## config.mk

```make
export PLATFORM = sky130hd
export DESIGN_NAME = tx_arbiter
export DESIGN_NICKNAME = d
export VERILOG_FILES = /design/src/rtl/tx_arbiter.sv
export SDC_FILE = /design/constraint.sdc
export NUM_CORES = 1
export LEC_CHECK = 0
export ABC_AREA = 1
export BUFFER_PORTS_ARGS = -buffer_cell sky130_fd_sc_hd__clkbuf_2
export CORE_ASPECT_RATIO = 0.7
export CORE_UTILIZATION = 41
export DETAILED_ROUTE_END_ITERATION = 6
export HOLD_SLACK_MARGIN = 0.02
export PLACE_DENSITY = 0.95
export SYNTH_ARGS = -nofsm -noshare
export SYNTH_HDL_FRONTEND = slang
export SYNTH_SLANG_ARGS = --single-unit
```

## constraint.sdc

```tcl
create_clock -name clk -period 4.5 [get_ports clk]
set_input_delay 0.9 -clock clk [delete_from_list [all_inputs] [get_ports clk]]
set_output_delay 0.9 -clock clk [all_outputs]
set_load 0.02 [all_outputs]
```

## src/rtl/tx_arbiter.sv

```systemverilog
// Arbitrates scheduler and prefetcher commands onto one TX engine and tracks reply ownership.
// Optional macro TX_ARB_ROUND_ROBIN_EN enables alternating grants; undefined gives fixed scheduler priority.
`ifndef TX_CMD_BITS
`define TX_CMD_BITS 16
`endif

module tx_arbiter #(
  parameter int NSHIFT      = 2,
  parameter int OWNER_DEPTH = 2
) (
  input  logic                    clk,
  input  logic                    reset,
  input  logic                    sched_cmd_valid,
  input  logic [`TX_CMD_BITS-1:0] sched_cmd,
  input  logic                    sched_reply_wanted,
  input  logic                    sched_reserve,
  input  logic                    pf_cmd_valid,
  input  logic [`TX_CMD_BITS-1:0] pf_cmd,
  input  logic [NSHIFT-1:0]       sched_tx_data,
  input  logic [NSHIFT-1:0]       pf_tx_data,
  output logic                    sched_tx_data_next,
  output logic                    pf_tx_data_next,
  output logic                    sched_started,
  output logic                    pf_started,
  output logic                    tx_command_valid,
  output logic [`TX_CMD_BITS-1:0] tx_command,
  output logic                    tx_reply_wanted,
  output logic [NSHIFT-1:0]       tx_data,
  input  logic                    tx_command_started,
  input  logic                    tx_data_next,
  input  logic                    tx_done,
  input  logic                    rx_started,
  input  logic                    rx_done,
  output logic                    rx_for_sched,
  output logic                    rx_for_pf
);

  localparam int CMDW = `TX_CMD_BITS;
  localparam int CW   = $clog2(OWNER_DEPTH + 1);

  typedef enum logic [1:0] {IDLE, BUSY_SCHED, BUSY_PF} state_t;

  typedef struct packed {
    logic            vld;
    logic            is_sched;
    logic            reply;
    logic [CMDW-1:0] cmd;
  } cand_t;

  state_t                 state;
  cand_t                  cand;
  logic [OWNER_DEPTH-1:0] owner_q, owner_nxt;
  logic [CW-1:0]          cnt_q, wr_idx;
  logic                   full, pop, push, accept, slot_free;
  logic                   sched_elig, pf_elig, pick_pf;

  // Ownership only moves on rx_done; rx_started has no arbitration meaning.
  logic unused_rx_started;
  assign unused_rx_started = rx_started;

  assign full      = (cnt_q == CW'(OWNER_DEPTH));
  assign pop       = rx_done && (cnt_q != '0);
  // A slot freed by a same-cycle pop can be reused immediately.
  assign slot_free = !full || pop;

  assign sched_elig = sched_cmd_valid && (!sched_reply_wanted || slot_free);
  assign pf_elig    = pf_cmd_valid && !sched_reserve && slot_free;

`ifdef TX_ARB_ROUND_ROBIN_EN
  logic last_sched;

  assign pick_pf = pf_elig && (!sched_elig || last_sched);

  always_ff @(posedge clk or posedge reset) begin
    if (reset)       last_sched <= 1'b1;
    else if (accept) last_sched <= cand.is_sched;
  end
`else
  assign pick_pf = pf_elig && !sched_elig;
`endif

  always_comb begin
    cand = '0;
    if (state == IDLE && !reset) begin
      if (pick_pf) begin
        cand.vld      = 1'b1;
        cand.is_sched = 1'b0;
        cand.reply    = 1'b1;
        cand.cmd      = pf_cmd;
      end else if (sched_elig) begin
        cand.vld      = 1'b1;
        cand.is_sched = 1'b1;
        cand.reply    = sched_reply_wanted;
        cand.cmd      = sched_cmd;
      end
    end
  end

  assign accept = cand.vld && tx_command_started;
  assign push   = accept && cand.reply;

  // Owner FIFO is a shift register with the head at bit 0.
  always_comb begin
    owner_nxt = pop ? (owner_q >> 1) : owner_q;
    wr_idx    = pop ? (cnt_q - CW'(1)) : cnt_q;
    for (int i = 0; i < OWNER_DEPTH; i++)
      if (push && CW'(i) == wr_idx) owner_nxt[i] = cand.is_sched;
  end

  always_ff @(posedge clk or posedge reset) begin
    if (reset) begin
      state   <= IDLE;
      owner_q <= '0;
      cnt_q   <= '0;
    end else begin
      owner_q <= owner_nxt;
      case ({push, pop})
        2'b10:   cnt_q <= cnt_q + CW'(1);
        2'b01:   cnt_q <= cnt_q - CW'(1);
        default: ;
      endcase
      case (state)
        IDLE:                if (accept) state <= cand.is_sched ? BUSY_SCHED : BUSY_PF;
        BUSY_SCHED, BUSY_PF: if (tx_done) state <= IDLE;
        default:             state <= IDLE;
      endcase
    end
  end

  always_comb begin
    tx_command_valid   = cand.vld;
    tx_command         = cand.cmd;
    tx_reply_wanted    = cand.reply;
    sched_started      = accept && cand.is_sched;
    pf_started         = accept && !cand.is_sched;
    tx_data            = '0;
    sched_tx_data_next = 1'b0;
    pf_tx_data_next    = 1'b0;
    if (!reset) begin
      if (state == BUSY_SCHED) begin
        tx_data            = sched_tx_data;
        sched_tx_data_next = tx_data_next;
      end else if (state == BUSY_PF) begin
        tx_data         = pf_tx_data;
        pf_tx_data_next = tx_data_next;
      end
    end
  end

  assign rx_for_sched = (cnt_q != '0) && owner_q[0];
  assign rx_for_pf    = (cnt_q != '0) && !owner_q[0];

endmodule
```

---- Word level (Yosys, flattened, before mapping) ----
Index checks and enable logic that the tools add are counted.
storage, ports and cells
  flip-flop bits (word level) ............. 6
  input port bits ......................... 47
  output and inout bits ................... 26
  logic and storage cells ................. 65
operators by class
  $add $sub $neg .......................... 2
  equal/unequal tests ..................... 8
  mux-type cells .......................... 20
  reductions and logical operators ........ 31
operators by type and width
  operator                                              number
  two-way mux 19 bit                                    3
  two-way mux 2 bit                                     8
  logical AND 1 bit                                     14
  one-hot mux 2 bit (2 select lines)                    2
  nonzero test 2 bit                                    4
  logical NOT 1 bit                                     7
  two-way mux 1 bit                                     7
  equality test 2 bit (second input constant)           3
  equality test 2 x 1 -> 1 bit (second input constant)  2
  logical NOT 2 bit                                     2
  inequality test 2 bit (second input constant)         2
  adder 2 x 1 -> 2 bit (second input constant)          1
  equality test 1 x 2 -> 1 bit (first input constant)   1
  logical OR 1 bit                                      2
  AND reduction 2 bit                                   1
  OR reduction 2 bit                                    1
  subtractor 2 x 1 -> 2 bit (second input constant)     1

---- Longest topological paths before layout ----
  word-level depth ........................ 13
  gate-level depth with buffers ........... 12
  depth with buffers taken out ............ 12

---- Least setup slack after synthesis ----
Ideal clock, no wire load.
  path type ............................... input-to-output
  from .................................... in reset
  to ...................................... out tx_command[10]
  arrival time ............................ 1.972 ns
  required time ........................... 3.600 ns
  setup slack ............................. 1.628 ns
  stages .................................. 6
  buffers on the path ..................... 1
  cell sequence ........................... inv_2 nand2_1 inv_2 nand3_4 buf_2 o21ai_0
between the ends
  longest elaborated chain between the ends .. 3
RTL lines
  what                line  source
  start, declared     12    input logic reset,
  logical NOT 1 bit   -
  logical AND 1 bit   84    if (state == IDLE && !reset) begin
  two-way mux 19 bit  84
  end, declared       26    output logic [`TX_CMD_BITS-1:0] tx_command,
No other way between the ends.

---- Worst setup path in the final report ----
  from .................................... in reset
  to ...................................... out pf_started
between the ends
  longest elaborated chain between the ends .. 5
  elaborated cells between the ends (all ways) .. 6
  classes of those cells .................. 1 x mux; 5 x reduce/logical
RTL lines
  what                                                           line     source
  logical NOT 1 bit *                                            -
  logical AND 1 bit *                                            84
  two-way mux 19 bit *                                           84
  logical AND 1 bit / logical NOT 1 bit (equally long branches)  99, 135
  logical AND 1 bit *                                            135      pf_started = accept && !cand.is_sched;
  end, declared                                                  24       output logic pf_started,
Mark *: on every way between the ends. The rest lies on a longest branch, timed or not.

==> flow_summary.yaml <==
finish:
  layout.nets: 271
  layout.cells.non_filler: 238
  drive_gt1_frac: 0.398
  syn_to_final_growth_pct: 45.4
  n_antenna_cell: 0
clocking:
  cts_tree: "built"
  cts_buffer_depth: 2
  numCtsBuffers: 3
  ctsHoldBuffers: 0
  htree_levels: 1
  post_cts_resized: 0
  cts_setup_buffers: 0
  clk_latency_ns: 0.26
  clock_sinks: 6
  clkSlewWorstSetupHoldPaths_ns: 0.05
  cts_root_buf: "clkbuf_4"
min_path:
  hold_path_class: "flop to flop"
  hp-start: "state[0]"
  whs_path_depth: 2
  worstHoldEndpoint: "state[0]"
worst_setup_path:
  critPathCaptureType: "primary output"
  worstPathRequired_ns: 3.60
  path_class: "input pin to primary output"
  rr_endpoint: "cnt_q[1]"
  cp_data_arrival_time_ns: 2.11
  critPathLaunchType: "input pin"
  worst_r2r_path_depth: 10
  worstReg2RegStart: "cnt_q[0]"
  r2r_slack_ns: 2.30
  cp_max_fo: 19
pwr:
  ir_worst_vdd_v: 0.000356
  power.total_uw: 518
  clock_power_share: 0.101
  power.density_nw_per_um2: 420
  switching_share: 0.534
  power.share.sequential: 0.186
  p_sw_uw: 277
  p_int_uw: 241
  comb_power_share: 0.713
  p_leak_nw: 0.737
placed_design:
  io_buffers: 71
  dp_hpwl_um: 1850
  placed_cells: 235
  gp_congestion: 0.806
drt:
  antenna_left: 0
  wl_per_cell_um: 9.56
  drt-total-wl_um: 2280
  drc: 0
  drtIter0Drc: 45
  drt_first_pass_iters: 5
  vias_per_cell: 4.71
  via_count: 1120
sta:
  final-setup-viol-count: 0
  worstMarginPinSlew_ns: 0.444
  relSlewSlack: 0.702
  hold_viol_final: 0
  post-route-period-util: 0.668
  rsz0062_at_grt: "false"
  fin_skew_ns: 0.00138
  fin_tns_setup_ns: 0
  timing.fmax_mhz: 333
  slew_violations: 0
  min_period_ns: 3.01
synth:
  synthAdderAreaFrac: 0.0885
  avgSynthCellArea_sq_um: 5.85
  synth_nets: 198
  seq_area_frac_synth: 0.177
  synth_seq_cells: 6
  syn_area_sq_um: 848
  synth_xor_area_frac: 0.0206
  yosys-mux-area-fraction: 0
  synth_cell_types: 23
  synth_cells: 145
  synth-simple-area-share: 0.459
  synth_compound_area_frac: 0.140
  ys_warn_count: 0
  synth_top_family_by_area: "simple AND/OR/NAND/NOR gates"
floorplanning:
  fp.dieArea_sq_um: 2260
  die_y_um: 40.1
  coreArea_sq_um: 1900
  io_pins: 73
  initial_utilization: 0.446
  die_w_um: 56.4
  core.rowCount: 13
flow_run:
  cap_violations: 0
global_route:
  antenna_found_initial: 0
  grt_usage: 0.198
  grt_pass1_wl_um: 3370
  grt_max_degree: 20
  grt-ovfl-total: 0
  grt_pass1_vias: 801
run_status:
  status: "completed"
==> worst max-delay path, cell delays in order <==
cell	delay, ns
clkbuf_2	0.13
inv_2	0.13
nand2_1	0.09
inv_2	0.10
nand3_4	0.20
a21oi_2	0.27
nand2_1	0.07
inv_1	0.05
clkbuf_2	0.16
==> synthesized netlist by cell type <==
master	instances	area, sq um
buf_2	1	5.00
inv_4	1	6.26
nand3_1	4	20.0
xnor2_1	2	17.5
inv_1	15	56.3
buf_6	1	11.3
nand2_4	2	22.5
a21oi_2	1	8.76
dfrtp_1	6	150
clkinv_1	1	3.75
a21oi_1	3	15.0
inv_2	3	11.3
nand3_2	1	10.0
nand4_1	4	25.0
nand2_2	2	12.5
ha_1	6	75.1
nor2_1	9	33.8
nor3_1	1	5.00
o21ai_0	14	70.1
nand2_1	60	225
nand3_4	2	35.0
o21ai_1	5	25.0
clkbuf_1	1	3.75
==> power groups by stage <==
stage               clock [mW]  combinational (mW)  sequential [mW]
floorplan                    0               0.276           0.0902
global placement             0               0.361           0.0941
detailed placement           0               0.369           0.0959
CTS                     0.0549               0.369           0.0959
global route            0.0600               0.417           0.0996
finish                  0.0525               0.369           0.0964
==> metal layers <==
layer  vias up  part of all wire  GRT usage
li1        601                 -          -
met1       479              0.48      0.282
met2        38              0.45      0.286
met3         2             0.057     0.0516
met4         0            0.0083     0.0732
met5         -                 0          0
==> worst max-delay path by stage <==
stage                     startpoint        endpoint  slack (ns)  cells past startpoint
after floorplan                reset  tx_command[10]        1.63                      6
after global placement         reset      pf_started        1.51                      9
after detailed placement       reset      pf_started        1.49                      9
after CTS                      reset      pf_started        1.49                      9
after global routing           reset      pf_started        1.35                      9
final                          reset      pf_started        1.49                      9
==> final cells by class <==
type,count,area (sq um)
Multi-Input combinational cell,116,601
Fill cell,200,669
Clock buffer,3,22.5
Inverter,20,77.6
Tap cell,22,27.5
Timing Repair Buffer,71,355
Sequential cell,6,150
==> logic make-up after synthesis <==
| family | Yosys count |
|---|---|
| flip-flops | 6 |
| buffers and inverters | 23 |
| AO/OA/AOI/OAI | 23 |
| adder cells (fa/ha/maj) | 6 |
| XOR/XNOR | 2 |
| AND/OR/NAND/NOR | 85 |
==> flip-flops by register name, summed over array words and instances, names as in the netlist <==
name / count
state: 2
cnt_q: 2
owner_q: 2
==> per-stage QoR <==
stage               worst slack, ns   util  cell area (sq um)  hold WS, ns
global placement               1.51  0.636               1210        0.498
CTS                            1.49  0.648               1230        0.519
finish                         1.49  0.648               1230        0.521
global route                   1.35  0.648               1230        0.562
floorplan                      1.63      -                848        0.467
detailed placement             1.49  0.636               1210        0.504
==> cells in the final DEF (no fill, tap or decap) <==
cell / instances
nor2_1: 9
clkinv_1: 1
inv_4: 1
nand2_1: 60
o21ai_1: 5
o21ai_0: 14
nand3_1: 4
nand3_2: 1
nand2_2: 2
a21oi_2: 1
ha_1: 6
nor3_1: 1
inv_1: 15
xnor2_1: 2
dfrtp_1: 6
clkbuf_4: 3
clkbuf_2: 71
nand4_1: 4
nand3_4: 2
a21oi_1: 3
inv_2: 3
nand2_4: 2
(Power assumes the default switching activity.)
